### src/rtl/pa_hpcp_cnt_if.sv
// pa_hpcp_cnt_if: groups the event-select, CSR-write and count-readback
// signals of one HPCP performance counter.
// master = PMU/CSR side driving events and writes; slave = the counter.
interface pa_hpcp_cnt_if #(
  parameter int CNT_WIDTH = 64
) ();
  logic [4:0]           event_sel;
  logic [31:0]          event_vld;
  logic                 cnt_inhibit;
  logic                 cnt_lo_wen;
  logic                 cnt_hi_wen;
  logic [31:0]          hpcp_wdata;
  logic [CNT_WIDTH-1:0] cnt_value;
  logic                 cnt_ovf;
  logic                 cnt_ovf_int;

  modport master (
    output event_sel, event_vld, cnt_inhibit, cnt_lo_wen, cnt_hi_wen, hpcp_wdata,
    input  cnt_value, cnt_ovf, cnt_ovf_int
  );

  modport slave (
    input  event_sel, event_vld, cnt_inhibit, cnt_lo_wen, cnt_hi_wen, hpcp_wdata,
    output cnt_value, cnt_ovf, cnt_ovf_int
  );
endinterface

### src/rtl/pa_hpcp_cnt.sv
// pa_hpcp_cnt: event-driven hardware performance counter.
// Stage 1 samples the selected event pulse into event_hit_q; stage 2 adds it
// to a counter split into two CSR-writable halves. Writes override the
// increment of the half they target.
// Optional feature: define PA_HPCP_CNT_OVF_EN to build the sticky overflow
// flag and its one-cycle interrupt pulse; otherwise both outputs are tied 0
// and the counter wraps silently.
module pa_hpcp_cnt #(
  parameter int CNT_WIDTH = 64
) (
  input logic             forever_cpuclk,
  input logic             cpurst,
  pa_hpcp_cnt_if.slave    hpcp
);

  localparam int HW = CNT_WIDTH / 2;

  logic          event_hit_d, event_hit_q;
  logic [HW-1:0] cnt_lo_d, cnt_lo_q;
  logic [HW-1:0] cnt_hi_d, cnt_hi_q;
  logic [HW:0]   lo_sum;
  logic          lo_carry;
  logic [HW-1:0] hi_inc;

  // Stage 1: qualify the selected event pulse; index 0 means "no event".
  always_comb begin
    event_hit_d = (hpcp.event_sel != 5'd0) && hpcp.event_vld[hpcp.event_sel]
                  && !hpcp.cnt_inhibit;
  end

  // Stage 2: increment with same-cycle carry; a written half takes the write
  // data, and a written low half blocks the carry into the high half.
  always_comb begin
    // NOTE: every always_comb output gets a default first so no path leaves it unassigned (no latch).
    cnt_lo_d = cnt_lo_q;
    cnt_hi_d = cnt_hi_q;
    lo_sum   = {1'b0, cnt_lo_q} + {{HW{1'b0}}, event_hit_q};
    lo_carry = lo_sum[HW];
    hi_inc   = cnt_hi_q + {{(HW-1){1'b0}}, lo_carry};
    if (hpcp.cnt_lo_wen) cnt_lo_d = hpcp.hpcp_wdata[HW-1:0];
    else                 cnt_lo_d = lo_sum[HW-1:0];
    if (hpcp.cnt_hi_wen)      cnt_hi_d = hpcp.hpcp_wdata[HW-1:0];
    else if (!hpcp.cnt_lo_wen) cnt_hi_d = hi_inc;
  end

  // Pipeline and counter registers.
  // NOTE: asynchronous reset clears the pending hit too, so a reset mid-operation drops it.
  always_ff @(posedge forever_cpuclk or posedge cpurst) begin
    if (cpurst) begin
      event_hit_q <= 1'b0;
      cnt_lo_q    <= '0;
      cnt_hi_q    <= '0;
    end else begin
      // NOTE: sequential state uses non-blocking assignments so all flops update from pre-edge values.
      event_hit_q <= event_hit_d;
      cnt_lo_q    <= cnt_lo_d;
      cnt_hi_q    <= cnt_hi_d;
    end
  end

  assign hpcp.cnt_value = {cnt_hi_q, cnt_lo_q};

`ifdef PA_HPCP_CNT_OVF_EN
  logic wrap;
  logic cnt_ovf_d, cnt_ovf_q;
  logic cnt_ovf_int_d, cnt_ovf_int_q;

  // Overflow: only a real increment from all-ones with no write counts; a
  // high-half write clears the flag and wins over a simultaneous wrap.
  always_comb begin
    wrap          = event_hit_q && (&cnt_lo_q) && (&cnt_hi_q)
                    && !hpcp.cnt_lo_wen && !hpcp.cnt_hi_wen;
    cnt_ovf_d     = hpcp.cnt_hi_wen ? 1'b0 : (cnt_ovf_q | wrap);
    cnt_ovf_int_d = wrap;
  end

  // Overflow flag and interrupt pulse registers.
  always_ff @(posedge forever_cpuclk or posedge cpurst) begin
    if (cpurst) begin
      cnt_ovf_q     <= 1'b0;
      cnt_ovf_int_q <= 1'b0;
    end else begin
      cnt_ovf_q     <= cnt_ovf_d;
      cnt_ovf_int_q <= cnt_ovf_int_d;
    end
  end

  assign hpcp.cnt_ovf     = cnt_ovf_q;
  assign hpcp.cnt_ovf_int = cnt_ovf_int_q;
`else
  assign hpcp.cnt_ovf     = 1'b0;
  assign hpcp.cnt_ovf_int = 1'b0;
`endif

endmodule
### src/flat_wrapper.sv
// flat-port wrapper written by rule: the top's interface ports become plain ports
module pa_hpcp_cnt_flat 
#(
  parameter int CNT_WIDTH = 64
)
  (forever_cpuclk, cpurst, hpcp_event_sel, hpcp_event_vld, hpcp_cnt_inhibit, hpcp_cnt_lo_wen, hpcp_cnt_hi_wen, hpcp_hpcp_wdata, hpcp_cnt_value, hpcp_cnt_ovf, hpcp_cnt_ovf_int);
  pa_hpcp_cnt_if #(.CNT_WIDTH(CNT_WIDTH)) hpcp_i ();
  input logic forever_cpuclk;
  input logic cpurst;
  input wire logic [$bits(hpcp_i.event_sel)-1:0] hpcp_event_sel;
  input wire logic [$bits(hpcp_i.event_vld)-1:0] hpcp_event_vld;
  input wire logic [$bits(hpcp_i.cnt_inhibit)-1:0] hpcp_cnt_inhibit;
  input wire logic [$bits(hpcp_i.cnt_lo_wen)-1:0] hpcp_cnt_lo_wen;
  input wire logic [$bits(hpcp_i.cnt_hi_wen)-1:0] hpcp_cnt_hi_wen;
  input wire logic [$bits(hpcp_i.hpcp_wdata)-1:0] hpcp_hpcp_wdata;
  output wire logic [$bits(hpcp_i.cnt_value)-1:0] hpcp_cnt_value;
  output wire logic [$bits(hpcp_i.cnt_ovf)-1:0] hpcp_cnt_ovf;
  output wire logic [$bits(hpcp_i.cnt_ovf_int)-1:0] hpcp_cnt_ovf_int;
  assign hpcp_i.event_sel = hpcp_event_sel;
  assign hpcp_i.event_vld = hpcp_event_vld;
  assign hpcp_i.cnt_inhibit = hpcp_cnt_inhibit;
  assign hpcp_i.cnt_lo_wen = hpcp_cnt_lo_wen;
  assign hpcp_i.cnt_hi_wen = hpcp_cnt_hi_wen;
  assign hpcp_i.hpcp_wdata = hpcp_hpcp_wdata;
  assign hpcp_cnt_value = hpcp_i.cnt_value;
  assign hpcp_cnt_ovf = hpcp_i.cnt_ovf;
  assign hpcp_cnt_ovf_int = hpcp_i.cnt_ovf_int;
  pa_hpcp_cnt #(.CNT_WIDTH(CNT_WIDTH)) u_core (.forever_cpuclk(forever_cpuclk), .cpurst(cpurst), .hpcp(hpcp_i));
endmodule
### config.mk
export PLATFORM = sky130hd
export DESIGN_NAME = pa_hpcp_cnt_flat
export DESIGN_NICKNAME = d
export VERILOG_FILES = /design/src/rtl/pa_hpcp_cnt_if.sv /design/src/rtl/pa_hpcp_cnt.sv /design/src/flat_wrapper.sv
export SDC_FILE = /design/constraint.sdc
export NUM_CORES = 1
export LEC_CHECK = 0
export CORE_MARGIN = 2
export CORE_UTILIZATION = 64
export DETAILED_ROUTE_END_ITERATION = 7
export DONT_BUFFER_PORTS = 1
export PLACE_DENSITY = 0.87
export SETUP_SLACK_MARGIN = 0.5
export SLEW_MARGIN = 10
export SYNTH_ARGS = -nofsm -noshare
export SYNTH_HDL_FRONTEND = slang
export SYNTH_SLANG_ARGS = --single-unit
### constraint.sdc
create_clock -name forever_cpuclk -period 3.5 [get_ports forever_cpuclk]
set_clock_uncertainty 0.15 [all_clocks]
set_input_delay 0.35 -clock forever_cpuclk [delete_from_list [all_inputs] [get_ports forever_cpuclk]]
set_output_delay 0.35 -clock forever_cpuclk [all_outputs]
set_load 0.05 [all_outputs]
==> flow_summary.toml, run 1 <==
[run_status]
status = "completed"

[sta]
finalWorstSetupSlack_ns = 0.4335
rsz0062_at_grt = "false"
worstMarginPinSlew_ns = 0.9880
fin_crit_ns = 3.066
max_freq_ghz = 0.3261
finalCritPeriodShare_pct = 87.61
setup_viol = 0
tns_ns = 0
report.final.slew_viol_count = 0
relSlewSlack_pct = 34.04
hold_violations = 0
whs_ns = 0.009675

[final_layout]
diodes = 0
layout.nets = 563
final_area_um2 = 4905
utilization_pct = 82.84
stdcell_count = 565
syn2layout_area_growth_pct = 25.56
drive_gt1_share_pct = 20.41
n_fill_cell = 304

[yosys]
synth_top_cell_by_area = "dfrtp_1"
yosysWarnings = 0
netlist.area_leader.share_pct = 41.64
syn_avg_cell_area_um2 = 9.127
ys_ff_latch = 65
synthFlopType = "dfrtp_1"
syn_inst = 428
ys_seq_area_share_pct = 41.64
netlist_area_um2 = 3906
synth_async_sr_flop_share_pct = 100.0
synth.area.top_cells = "dfrtp_1 42%, xor2_1 9.6%, nand2_1 7.7%"
synth.lib_cells_used.distinct = 40
synth_edf_count = 0

[route]
viasPerCell = 7.090
drtIter0Drc = 562
route.detailed.drc = 0
routed_wl_mm = 13.56
post_drt_wl_per_cell_um = 23.99
first_pass_iters = 5
via_count = 4006
final_antenna_net_count = 0

[clock_network]
clkTransAtPathRegs_ns = 0.08
cts_tree = "built"
clockBufferDepth = 2
cts_inserted_buffers = 9
htreeDepth = 3
cts.sink_count = 65
insertion_delay_ns = 0.35
clock-root-buffer = "clkbuf_8"

[die]
start_util_pct = 65.98
die_h_um = 82.13
core_area_um2 = 5921
num_rows = 28
ios = 140
die_w_um = 82.13
dieArea_um2 = 6745

[place]
io_buffers = 0
dp_hpwl_mm = 7.642
place_ws_ns = 0.3219
dp.cells = 508
placed_area_um2 = 4163
gp_congestion = 0.8582

[grt]
antenna_found_initial = 0
grt_usage_pct = 39.28
grt_max_degree = 48
grt_pass1_vias = 3925
grt_pass1_wl_mm = 19.50
grt-ovfl-total = 0

[setup_path]
setup.worst_path.end_class = "flop"
critPathMaxStageDelay_ns = 0.35
path_common_cell = "and4_1"
cp_max_fo = 5
crit_required_ns = 3.59
cp.arrival_ns = 3.15
critPathSlowestCell = "dfrtp_1"
cp-start-kind = "flop"
crit_type = "reg -> reg"
cp_cell_sequence = "buf_4 > and4_1 > and4_1 > and3_4 > ha_2 > and3b_1 > nor4b_4 > nand4_1 > xor2_1 > o21ai_0"

[power_and_ir_drop]
power_density_nw_per_um2 = 444.2
max-vdd-ir-drop_mv = 0.2761
power.total_mw = 2.178
p_leak_nw = 1.945

[flow_run]
maxCapViolCount = 0

[worst_hold_path]
hp-class = "in -> reg"
layer usage:
layer	part of all wire, %	wire length, µm	vias to the layer above	global-route usage (%)
li1	-	-	1618	-
met1	35	4753	1891	47.53
met2	47	6416	417	61.63
met3	13	1749	80	12.28
met4	4.7	638	0	23.50
met5	0	0	-	0
registers in the layout (all words and copies together), names as in the netlist:
signal,cells
u_core.cnt_lo_q,32
u_core.cnt_hi_q,32
u_core.event_hit_q,1
power by group:
group | internal [mW] | switching (mW)
clock network | 0.347 | 0.314
registers | 0.825 | 0.244
logic | 0.170 | 0.279
total | 1.34 | 0.837
placed cells by master (no fill, tap or decap), drive strengths merged, types with 11 or more instances in the layout:
cell type    instances
and3                18
buf                 34
xnor2               15
dlygate4sd3         37
nand4               24
xor2                43
nand3               25
clkbuf              11
dfrtp               65
nand2               80
o21ai               61
cell usage after synthesis, drive strengths merged (2+ instances only):
library cell / n
and3: 18
or3: 3
mux2: 3
nor3: 5
xnor2: 15
nor4: 4
nor2b: 2
xor2: 43
nand2: 80
inv: 3
clkbuf: 17
ha: 4
mux2i: 3
and2: 6
nand3: 25
mux4: 8
o21ai: 61
nand2b: 3
buf: 9
and4: 8
nor2: 8
o31a: 2
dfrtp: 65
nand4: 24
worst paths after layout:
kind	from	to	slack, ns	cells after the start
max	u_core.cnt_lo_q[26]$_DFF_PP0_	u_core.cnt_hi_q[27]$_DFFE_PP0P_	0.43	10
min	hpcp_hpcp_wdata[7]	u_core.cnt_lo_q[7]$_DFF_PP0_	0.01	2
max reg2reg	u_core.cnt_lo_q[26]$_DFF_PP0_	u_core.cnt_hi_q[27]$_DFFE_PP0P_	0.43	10
min reg2reg	u_core.event_hit_q$_DFF_PP0_	u_core.cnt_lo_q[0]$_DFF_PP0_	0.49	2
max in group asynchronous	cpurst	u_core.cnt_hi_q[20]$_DFFE_PP0P_	1.78	3
min in group asynchronous	cpurst	u_core.cnt_lo_q[31]$_DFF_PP0_	0.55	2
cell families after synthesis:
logic type / count (synthesis) / share of synthesized area [%]
other: 1 / 0.09600
adders and majority gates: 4 / 1.281
xor gates and xnor gates: 58 / 13.00
buffers and inverters: 29 / 3.139
and+or+nand+nor: 191 / 25.53
muxes: 14 / 6.246
AOI/OAI and AO/OA: 66 / 9.065
DFF: 65 / 41.64
worst max-delay path: cells and delay by family (launching register included):
kind / cells / cell delay (ns)
fa+ha+maj: 1 / 0.22
flops: 1 / 0.35
buf+inv: 1 / 0.21
simple gates: 6 / 1.59
compound gates: 1 / 0.24
xor+xnor: 1 / 0.18
what timing repair did:
action / CTS / global route
gates resized for setup: 10 / 18
hold endpoints to repair: 85 / 3
hold buffers: 34 / 5
setup buffers: 1 / 1
pin swaps: 2 / 2
setup endpoints to repair: 16 / 17
final cells by class:
class	instances	area [µm²]	area share [%]
Multi-Input combinational cell	335	2292	46.73
Sequential cell	65	1660	33.85
Timing Repair Buffer	71	650.6	13.27
Clock buffer	11	141.4	2.883
Tap cell	75	93.84	1.913
Clock inverter	5	55.05	1.122
Inverter	3	11.26	0.2296
(Power assumes the default switching activity.)
==> inputs of run 2 (changes only) <==
- CAP_MARGIN: default -> 30
==> run 2 against run 1 <==
Sequential power hardly changed; routed wire length decreased by 0.35%; final area rose by 0.41%; cell count is 0.18% higher; critical path depth stayed put; sequential share of layout area down 0.14 points; via count fell by 0.27%; global-route usage unchanged; setup slack improved by 0.011 ns; hold slack lost 0.0072 ns; total power up 0.16%; sequential cell count unchanged; largest cell class unchanged; largest power group unchanged; highest routed layer unchanged.
==> flow_summary.toml, run 2 (synthesized netlist as in run 1, its figures left out) <==
[clock_network]
insertion_delay_ns = 0.35
clkTransAtPathRegs_ns = 0.08
cts_tree = "built"
cts.sink_count = 65
htreeDepth = 3
clock-root-buffer = "clkbuf_8"
clockBufferDepth = 2
cts_inserted_buffers = 9

[setup_path]
r2r_slack_ns = 0.44
critPathLaunch = "u_core.cnt_lo_q[26]$_DFF_PP0_"
rr_startpoint = "u_core.cnt_lo_q[26]$_DFF_PP0_"
cp_cell_sequence = "buf_4 > and4_1 > and4_1 > and3_4 > ha_2 > and3b_1 > nor4b_4 > nand4_1 > xor2_1 > o21ai_0"
cp_max_fo = 5
path_common_cell = "and4_1"
crit_required_ns = 3.59
crit_family = "simple AND/OR/NAND/NOR gates"
critical_path_buf_inv_count = 1
cp-start-kind = "flop"
setup.worst_path.end_class = "flop"
critPathMaxStageDelay_ns = 0.35
critPathSlowestCell = "dfrtp_1"
cp.arrival_ns = 3.14
crit_type = "reg -> reg"

[flow_run]
maxCapViolCount = 0

[final_layout]
layout_common_cells = "78 x nand2_1, 50 x dfrtp_1, 43 x xor2_1"
syn2layout_area_growth_pct = 26.07
final_common_cell = "nand2_1"
drive_gt1_share_pct = 20.57
diodes = 0
reg_top3 = "u_core.cnt_hi_q x32, u_core.cnt_lo_q x32, u_core.event_hit_q x1"
layout.nets = 564

[sta]
worstMarginPinSlew_ns = 0.6892
tns_ns = 0
whs_ns = 0.002493
hold_violations = 0
max_freq_ghz = 0.3273
relSlewSlack_pct = 53.88
report.final.slew_viol_count = 0
rsz0062_at_grt = "false"
finalCritPeriodShare_pct = 87.30
setup_viol = 0
fin_crit_ns = 3.055

[place]
io_buffers = 0
dp_hpwl_mm = 7.642
gp_congestion = 0.8582

[power_and_ir_drop]
power_density_nw_per_um2 = 443.1
max-vdd-ir-drop_mv = 0.2783
power.total_mw = 2.182
p_leak_nw = 1.955

[route]
route.detailed.drc = 0
first_pass_iters = 6
post_drt_wl_per_cell_um = 23.87
viasPerCell = 7.058
final_antenna_net_count = 0
routed_wl_mm = 13.51
drtIter0Drc = 552
via_count = 3995

[die]
ios = 140
die_w_um = 82.13
die_h_um = 82.13
start_util_pct = 65.98
core_area_um2 = 5921
dieArea_um2 = 6745
num_rows = 28

[grt]
met2_usage_pct = 61.63
top_usage_layer = "met2"
antenna_found_initial = 0
grt_max_degree = 48
grtUsageMet3_pct = 12.28
grt_usage_pct = 39.28
grt_pass1_vias = 3925
grt-ovfl-total = 0
grt_pass1_wl_mm = 19.50
grt_util_met1_pct = 47.53

[run_status]
status = "completed"

[worst_hold_path]
hp-class = "in -> reg"
hp-start = "hpcp_cnt_hi_wen"
[run 2: cell count changes in the layout (fill, tap and decap cells not counted), sizes merged]
| cell | before | now |
|---|---|---|
| buf | 34 | 35 |
[run 2: power breakdown]
| group | switching, mW | internal (mW) |
|---|---|---|
| registers | 0.244 | 0.825 |
| logic | 0.278 | 0.172 |
| clock network | 0.316 | 0.347 |
[run 2: worst paths after layout]
| kind | endpoint | depth (start not counted) |
|---|---|---|
| min | u_core.cnt_hi_q[20]$_DFFE_PP0P_ | 2 |
| max in group asynchronous | u_core.cnt_hi_q[20]$_DFFE_PP0P_ | 4 |
| max | u_core.cnt_hi_q[27]$_DFFE_PP0P_ | 10 |
| max reg2reg | u_core.cnt_hi_q[27]$_DFFE_PP0P_ | 10 |
| min reg2reg | u_core.cnt_lo_q[0]$_DFF_PP0_ | 2 |
| min in group asynchronous | u_core.cnt_lo_q[22]$_DFF_PP0_ | 2 |
[run 2: area by class of cell]
type / count / area, µm²
Multi-Input combinational cell: 335 / 2292
Inverter: 3 / 11.26
Sequential cell: 65 / 1660
Tap cell: 75 / 93.84
Fill cell: 297 / 996.0
Clock inverter: 5 / 55.05
Clock buffer: 11 / 141.4
Timing Repair Buffer: 72 / 670.6
[run 2: what timing repair did]
action                                  4_1_cts  5_1_grt
hold buffers                                 34        5
buffers inserted                              1        1
endpoints found under the setup margin       16       17
pin swaps                                     2        2
gates resized for setup                      10       18
endpoints found under the hold margin        85        3
[run 2: through the flow]
stage | util, % | setup WS [ns] | std cells | instance area [µm²]
4_1_cts | 80.54 | 0.5059 | 559 | 4768
3_3_place_gp | 70.31 | 0.4230 | 508 | 4163
6_report | 83.18 | 0.4446 | 566 | 4925
3_5_place_dp | 70.31 | 0.3219 | 508 | 4163
2_1_floorplan | - | 0.5053 | 429 | 3959
5_1_grt | 83.18 | 0.2901 | 566 | 4925
[run 2: per-layer routing]
metal | vias up | wire length (µm)
li1 | 1618 | -
met1 | 1897 | 4634
met2 | 394 | 6382
met3 | 86 | 1773
met4 | 0 | 717
met5 | - | 0
